===== src/rtl/uart_rx_deserializer.sv =====
// UART receive deserializer: one Rx sample per Clk edge, MSB-first payload, optional even parity, 1..4 stop bits.
// Optional break detection is enabled by defining UART_RX_BREAK_DETECT_EN.
module uart_rx_deserializer #(
    parameter int DATA_BITS  = 8,
    parameter int PARITY_BIT = 1,
    parameter int STOP_BITS  = 2
) (
    input  logic                 Clk,
    input  logic                 Rst,
    input  logic                 Rx,
    input  logic                 Loopback,
    input  logic                 Tx_Loop,
    input  logic                 FIFO_Ready,
    output logic                 RTS,
    output logic [DATA_BITS-1:0] Rx_Data,
    output logic                 Rx_Valid,
    output logic [2:0]           Rx_Error,
    output logic                 Busy
);

    // state  | meaning
    // IDLE   | line idle, waiting for a 0 start bit
    // DATA   | shifting in DATA_BITS payload bits, MSB first
    // PARITY | sampling the even-parity bit
    // STOP   | sampling STOP_BITS stop bits, publishing on the last one
    typedef enum logic [1:0] {
        IDLE   = 2'd0,
        DATA   = 2'd1,
        PARITY = 2'd2,
        STOP   = 2'd3
    } state_t;

    localparam int CNT_MAX = (DATA_BITS > STOP_BITS) ? DATA_BITS : STOP_BITS;
    localparam int CNT_W   = $clog2(CNT_MAX + 1);

    state_t               state_q, state_d;
    logic [CNT_W-1:0]     cnt_q, cnt_d;
    logic [DATA_BITS-1:0] shift_q, shift_d;
    logic                 par_err_q, par_err_d;
    logic                 frm_err_q, frm_err_d;
    logic                 ones_seen_q, ones_seen_d;
    logic [DATA_BITS-1:0] rx_data_q, rx_data_d;
    logic [2:0]           rx_err_q, rx_err_d;
    logic                 rx_valid_q, rx_valid_d;
    logic                 ser;

    assign ser = Loopback ? Tx_Loop : Rx;

    always_comb begin
        state_d     = state_q;
        cnt_d       = cnt_q;
        shift_d     = shift_q;
        par_err_d   = par_err_q;
        frm_err_d   = frm_err_q;
        ones_seen_d = ones_seen_q;
        rx_data_d   = rx_data_q;
        rx_err_d    = rx_err_q;
        rx_valid_d  = 1'b0;

        case (state_q)
            IDLE: begin
                if (!ser) begin
                    state_d     = DATA;
                    cnt_d       = '0;
                    par_err_d   = 1'b0;
                    frm_err_d   = 1'b0;
                    ones_seen_d = 1'b0;
                end
            end
            DATA: begin
                shift_d     = {shift_q[DATA_BITS-2:0], ser};
                ones_seen_d = ones_seen_q | ser;
                if (cnt_q == CNT_W'(DATA_BITS - 1)) begin
                    cnt_d   = '0;
                    state_d = (PARITY_BIT != 0) ? PARITY : STOP;
                end else begin
                    cnt_d = cnt_q + CNT_W'(1);
                end
            end
            PARITY: begin
                par_err_d   = ser ^ (^shift_q);
                ones_seen_d = ones_seen_q | ser;
                cnt_d       = '0;
                state_d     = STOP;
            end
            STOP: begin
                frm_err_d   = frm_err_q | ~ser;
                ones_seen_d = ones_seen_q | ser;
                if (cnt_q == CNT_W'(STOP_BITS - 1)) begin
                    state_d    = IDLE;
                    cnt_d      = '0;
                    rx_valid_d = 1'b1;
                    rx_data_d  = shift_q;
                    rx_err_d   = {frm_err_q | ~ser, par_err_q, 1'b0};
`ifdef UART_RX_BREAK_DETECT_EN
                    // A frame with no 1 anywhere is a line break, not a bad character.
                    if (!(ones_seen_q | ser)) begin
                        rx_err_d = 3'b001;
                    end
`else
`endif
                end else begin
                    cnt_d = cnt_q + CNT_W'(1);
                end
            end
            default: state_d = IDLE;
        endcase
    end

    always_ff @(posedge Clk or negedge Rst) begin
        if (!Rst) begin
            state_q     <= IDLE;
            cnt_q       <= '0;
            shift_q     <= '0;
            par_err_q   <= 1'b0;
            frm_err_q   <= 1'b0;
            ones_seen_q <= 1'b0;
            rx_data_q   <= '0;
            rx_err_q    <= 3'b000;
            rx_valid_q  <= 1'b0;
        end else begin
            state_q     <= state_d;
            cnt_q       <= cnt_d;
            shift_q     <= shift_d;
            par_err_q   <= par_err_d;
            frm_err_q   <= frm_err_d;
            ones_seen_q <= ones_seen_d;
            rx_data_q   <= rx_data_d;
            rx_err_q    <= rx_err_d;
            rx_valid_q  <= rx_valid_d;
        end
    end

    assign Rx_Data  = rx_data_q;
    assign Rx_Error = rx_err_q;
    assign Rx_Valid = rx_valid_q;
    assign Busy     = (state_q != IDLE);
    assign RTS      = (state_q == IDLE) && FIFO_Ready;

endmodule


===== config.mk =====
export PLATFORM = sky130hd
export DESIGN_NAME = uart_rx_deserializer
export DESIGN_NICKNAME = d
export VERILOG_FILES = /design/src/rtl/uart_rx_deserializer.sv
export SDC_FILE = /design/constraint.sdc
export NUM_CORES = 1
export LEC_CHECK = 0
export ABC_CLOCK_PERIOD_IN_PS = 2000
export CAP_MARGIN = 15
export CELL_PAD_IN_SITES_DETAIL_PLACEMENT = 0
export CELL_PAD_IN_SITES_GLOBAL_PLACEMENT = 1
export CORE_MARGIN = 8
export CORE_UTILIZATION = 41
export CTS_CLUSTER_SIZE = 20
export DETAILED_ROUTE_END_ITERATION = 7
export PLACE_DENSITY_LB_ADDON = 0.1
export SLEW_MARGIN = 25
export SYNTH_ARGS = -nofsm -noshare
export SYNTH_HDL_FRONTEND = slang
export SYNTH_SLANG_ARGS = --single-unit

===== constraint.sdc =====
create_clock -name Clk -period 2 [get_ports Clk]
set_input_delay 0.2 -clock Clk [delete_from_list [all_inputs] [get_ports Clk]]
set_output_delay 0.2 -clock Clk [all_outputs]
set_load 0.01 [all_outputs]

==> results.yml, run 1 <==
yosys:
  yosys_warnings: 0
  netlist_area_mm2: 0.00128
  syn_area_per_cell_um2: 11.9
  ys_seq_area_frac: 0.526
  post-synth-top-count-cell: "dfrtp_1"
  yosysTopAreaCell: "dfrtp_1"
  synth_nets: 121
  syn_inst: 108
  ys_top_cells_by_area: "dfrtp_1, mux2_2, ha_1"
  async_flop_share: 1.00
  ys_ff_latch: 27
  synthTopCellsByCount: "dfrtp_1, mux2_2, nor2_1"
  yosys.cell_types.count: 29
  synth_ff_type: "dfrtp_1"
  synth_edf_count: 0
  yosysTopAreaCellShare: 0.526
critical_path:
  critPathKind: "flip-flop to output pin"
  rrSetupSlack_ns: 0.23
  end_kind: "output pin"
  cp_max_fo: 7
  critPathRequiredTime_ns: 1.80
  arrival_ns: 1.66
  start_kind: "flip-flop"
  reg2reg_depth: 5
  r2r-start: "state_q[0]$_DFFE_PN0P_"
  r2r_end: "Rx_Data[2]$_DFFE_PN0P_"
sta:
  setup_viol_count_final: 0
  fin_crit_sh: 0.930
  max_freq_ghz: 0.538
  drv_slew: 0
  setup_tns_ns: 0
  hold_viol: 0
  skew_ns: 0.00792
  rsz0062_at_grt: "false"
  period_minus_slack_ns: 1.86
global_routing:
  grt_pass1_wl_um: 4200
  grt_pass1_vias: 888
  grt_util_all_layers: 0.104
  antenna_found_initial: 0
  grt_max_degree: 28
  gr-total-overflow: 0
die:
  initial_core_util: 0.424
  fp.dieArea_mm2: 0.00518
  rows: 20
  io_pins: 20
  die_h_um: 72.0
  core-area_mm2: 0.00303
  die_x_um: 72.0
route:
  drtIter0Drc: 49
  ant_nets: 0
  finalWirelength_um: 2440
  detail_route.wl_per_cell_um: 13.9
  first_pass_iters: 4
  drc_errors: 0
  routed-via-count: 853
  via_per_inst: 4.85
placed_design:
  place_congestion: 0.750
  dp_hpwl_um: 1720
  io_buffers: 18
cts:
  numCtsBuffers: 3
  cts_hold_buf: 0
  root_buffer: "clkbuf_4"
  clockBufferDepth: 2
  clock-sinks: 27
  clk_latency_ns: 0.33
  h-tree-depth: 1
  tritoncts: "built"
  cts.clk_slew.worst_paths_ns: 0.16
pwr:
  p_leak_nw: 0.700
  peakVddDrop_mv: 0.612
  powerDensity_mw_per_mm2: 1650
  power_mw: 2.64
worst_hold_path:
  hold_path_class: "input port to asynchronous set/reset pin"
status:
  status: "complete, no violations"
final_layout:
  syn2layout_area_growth_pct: 25.0
  nets: 146
  diodes: 0
  layout-drive-gt1-share: 0.212
flow_run:
  cap_violations: 0
-- power by group --
group,total (mW),internal (mW),switching [mW]
Clock,0.250,0.0764,0.173
Combinational,1.39,0.796,0.595
Sequential,1.00,0.796,0.204
-- registers in the layout, indices dropped and copies added, names as in the netlist --
signal	flops
shift_q	8
state_q	2
Rx_Valid	1
Rx_Data	8
par_err_q	1
frm_err_q	1
Rx_Error	2
cnt_q	4
-- routing by layer --
| metal | global-route usage | vias up | wire (µm) |
|---|---|---|---|
| met4 | 0.0408 | 0 | 19 |
| met3 | 0.0317 | 2 | 168 |
| li1 | - | 423 | - |
| met2 | 0.159 | 17 | 1120 |
| met1 | 0.133 | 411 | 1130 |
| met5 | 0 | - | 0 |
-- cell usage in the layout, fill, tap and decap left out, drive strengths merged, types with 2 or more instances in the layout --
cell type	synthesis	layout
xnor2	6	6
nand2b	2	2
inv	5	5
nand2	6	6
ha	7	7
nor2	9	9
nand3	3	3
buf	3	5
a21oi	4	4
clkdlybuf4s50	0	17
dfrtp	27	27
nor4b	2	2
clkbuf	0	3
a21o	2	2
o21ai	3	3
mux2	16	16
-- area by class of cell --
type / count / area, µm²
timing repair buffer: 23 / 233
sequential: 27 / 676
fill: 288 / 1420
multi-input combinational: 73 / 592
clock buffer: 3 / 22.5
inverter: 5 / 18.8
tap: 44 / 55.1
clock inverter: 1 / 7.51
-- worst max-delay path by stage --
stage | from | end | slack, ns
detailed placement | state_q[1]$_DFFE_PN0P_ | cnt_q[3]$_DFFE_PN0P_ | 0.19
finish | state_q[0]$_DFFE_PN0P_ | Busy | 0.14
global route | state_q[0]$_DFFE_PN0P_ | Busy | 0.06
global placement | cnt_q[0]$_DFFE_PN0P_ | cnt_q[3]$_DFFE_PN0P_ | 0.27
floorplan | cnt_q[0]$_DFFE_PN0P_ | cnt_q[3]$_DFFE_PN0P_ | 0.41
CTS | state_q[0]$_DFFE_PN0P_ | RTS | 0.03
-- critical path: stages, from the launching register on --
cell and delay (ns):
dfrtp_1 0.42, inv_1 0.10, ha_4 0.20, inv_1 0.07, clkdlybuf4s50_1 0.53
-- through the flow --
stage	util	area (µm²)	hold WS (ns)	setup slack [ns]	std cells
2_1_floorplan	-	1280	-0.0956	0.412	108
3_3_place_gp	0.510	1550	0.486	0.272	171
3_5_place_dp	0.510	1550	0.493	0.191	171
4_1_cts	0.524	1590	0.220	0.0264	175
5_1_grt	0.530	1600	0.244	0.0557	176
6_report	0.530	1600	0.216	0.140	176
-- what timing repair did --
item,in CTS,in global routing
gates resized for setup,2,3
setup endpoints to repair,1,4
setup buffers,0,1
-- logic make-up (layout without fill, tap and decap cells) --
group	count (synthesis)	count (layout)	synth area share
flops	27	27	0.526
simple gates	26	26	0.102
mux	17	17	0.148
compound gates	15	15	0.0770
buf+inv	8	32	0.0273
fa+ha+maj	7	7	0.0682
xor+xnor	7	7	0.0478
other cells	1	1	0.00292
Power figures use the tool's default switching activity.
==> run 2: changes to the inputs <==
--- a/constraint.sdc
+++ b/constraint.sdc
@@ -3,2 +3,2 @@
 set_output_delay 0.2 -clock Clk [all_outputs]
-set_load 0.01 [all_outputs]
+set_load 0.05 [all_outputs]
==> run 2 against run 1 <==
Against the previous run:
- clock skew decreased by 0.00092 ns
- sequential share of layout area increased by 0.20 points
- global-route usage shrank 0.14 points
- fmax rose by 7.7%
- count of clock-buffer cells in the layout unchanged
- critical path depth is the same
- critical path type unchanged
==> results.yml, run 2 (synthesized netlist as in run 1, its figures left out) <==
cts:
  clockBufferDepth: 2
  root_buffer: "clkbuf_4"
  cts_setup_buffers: 0
  clk_latency_ns: 0.34
  cts_hold_buf: 0
  numCtsBuffers: 3
  clock-sinks: 27
  tritoncts: "built"
  h-tree-depth: 1
  cts.clk_slew.worst_paths_ns: 0.16
  ctsResizeCount: 0
sta:
  setup_viol_count_final: 0
  skew_ns: 0.00701
  tightest_slew_ns: 0.504
  rsz0062_at_grt: "false"
  hold_viol: 0
  setup_tns_ns: 0
  slew_headroom: 0.663
  fin_crit_sh: 0.863
  max_freq_ghz: 0.579
  period_minus_slack_ns: 1.73
  drv_slew: 0
global_routing:
  grt_max_degree: 28
  gr-total-overflow: 0
  grt_pass1_wl_um: 4080
  antenna_found_initial: 0
  grt_util_all_layers: 0.102
  grt_pass1_vias: 886
die:
  initial_core_util: 0.424
  rows: 20
  core-area_mm2: 0.00303
  io_pins: 20
  die_x_um: 72.0
  fp.dieArea_mm2: 0.00518
  die_h_um: 72.0
final_layout:
  syn2layout_area_growth_pct: 24.4
  most-common-layout-cells: "dfrtp_1, mux2_2, clkdlybuf4s50_1"
  final_common_cell: "dfrtp_1"
  layout-drive-gt1-share: 0.212
  fillCellCount: 278
  nets: 146
  diodes: 0
route:
  drtIter0Drc: 40
  routed-via-count: 870
  detail_route.wl_per_cell_um: 13.6
  drc_errors: 0
  via_per_inst: 4.94
  finalWirelength_um: 2390
  ant_nets: 0
  first_pass_iters: 4
critical_path:
  crit_buf_inv: 2
  crit_family: "flip-flops"
  critPathSlowestCell: "dfrtp_1"
  crit_chain: "inv_1 -> ha_1 -> and2_1 -> buf_12"
  start_kind: "flip-flop"
  arrival_ns: 1.53
  end_kind: "output pin"
  critPathRequiredTime_ns: 1.80
  cp_max_fo: 7
  critPathKind: "flip-flop to output pin"
  cp_slowest_stage_delay_ns: 0.44
flow_run:
  cap_violations: 0
placed_design:
  io_buffers: 18
  place_congestion: 0.720
  dp_hpwl_um: 1740
worst_hold_path:
  hold_path_class: "input port to asynchronous set/reset pin"
status:
  status: "complete, no violations"
[run 2: per-layer routing]
metal  wire length, µm  vias to the layer above  track usage
met5                 0                        -            0
met4                15                        0       0.0408
met3               110                        2       0.0344
met2              1050                       13        0.150
met1              1210                      431        0.135
li1                  -                      424            -
[run 2: worst register-to-register path, delay by kind of cell, from the launching register on]
family / cells / cell delay [ns]
flops: 1 / 0.45
buf+inv: 1 / 0.06
fa+ha+maj: 1 / 0.21
compound gates: 2 / 0.59
simple gates: 2 / 0.28
[run 2: stage by stage]
step | instances | util | setup slack [ns] | hold WS (ns) | area [µm²]
finish | 176 | 0.527 | 0.273 | 0.207 | 1600
global route | 176 | 0.527 | 0.166 | 0.246 | 1600
CTS | 176 | 0.525 | 0.187 | 0.220 | 1590
detailed placement | 172 | 0.515 | 0.189 | 0.492 | 1560
global placement | 172 | 0.515 | 0.290 | 0.489 | 1560
floorplan | 108 | - | 0.358 | -0.0956 | 1280
[run 2: worst paths after layout]
kind / startpoint / endpoint / slack [ns] / cells after the start
min in group Clk: Rx_Data[7]$_DFFE_PN0P_ / Rx_Data[7]$_DFFE_PN0P_ / 0.52 / 1
min reg2reg: Rx_Data[7]$_DFFE_PN0P_ / Rx_Data[7]$_DFFE_PN0P_ / 0.52 / 1
min: Rst / Rx_Error[1]$_DFFE_PN0P_ / 0.21 / 2
max reg2reg: cnt_q[1]$_DFFE_PN0P_ / cnt_q[3]$_DFFE_PN0P_ / 0.34 / 6
max: state_q[1]$_DFFE_PN0P_ / RTS / 0.27 / 4
max in group asynchronous: Rst / cnt_q[2]$_DFFE_PN0P_ / 1.53 / 2
[run 2: layout make-up]
| cell class | instances | area [µm²] | area share |
|---|---|---|---|
| repair buffers | 23 | 238 | 0.149 |
| flip-flops and latches | 27 | 676 | 0.423 |
| well taps | 44 | 55.1 | 0.0345 |
| inverters | 5 | 18.8 | 0.0118 |
| multi-input cells | 73 | 579 | 0.363 |
| clock buffers | 3 | 22.5 | 0.0141 |
| clock inverters | 1 | 7.51 | 0.00470 |
Power of run 2 is left out: the tool's default activity adds up to more than one toggle a clock period on the data nets, which glitch-free logic cannot reach.
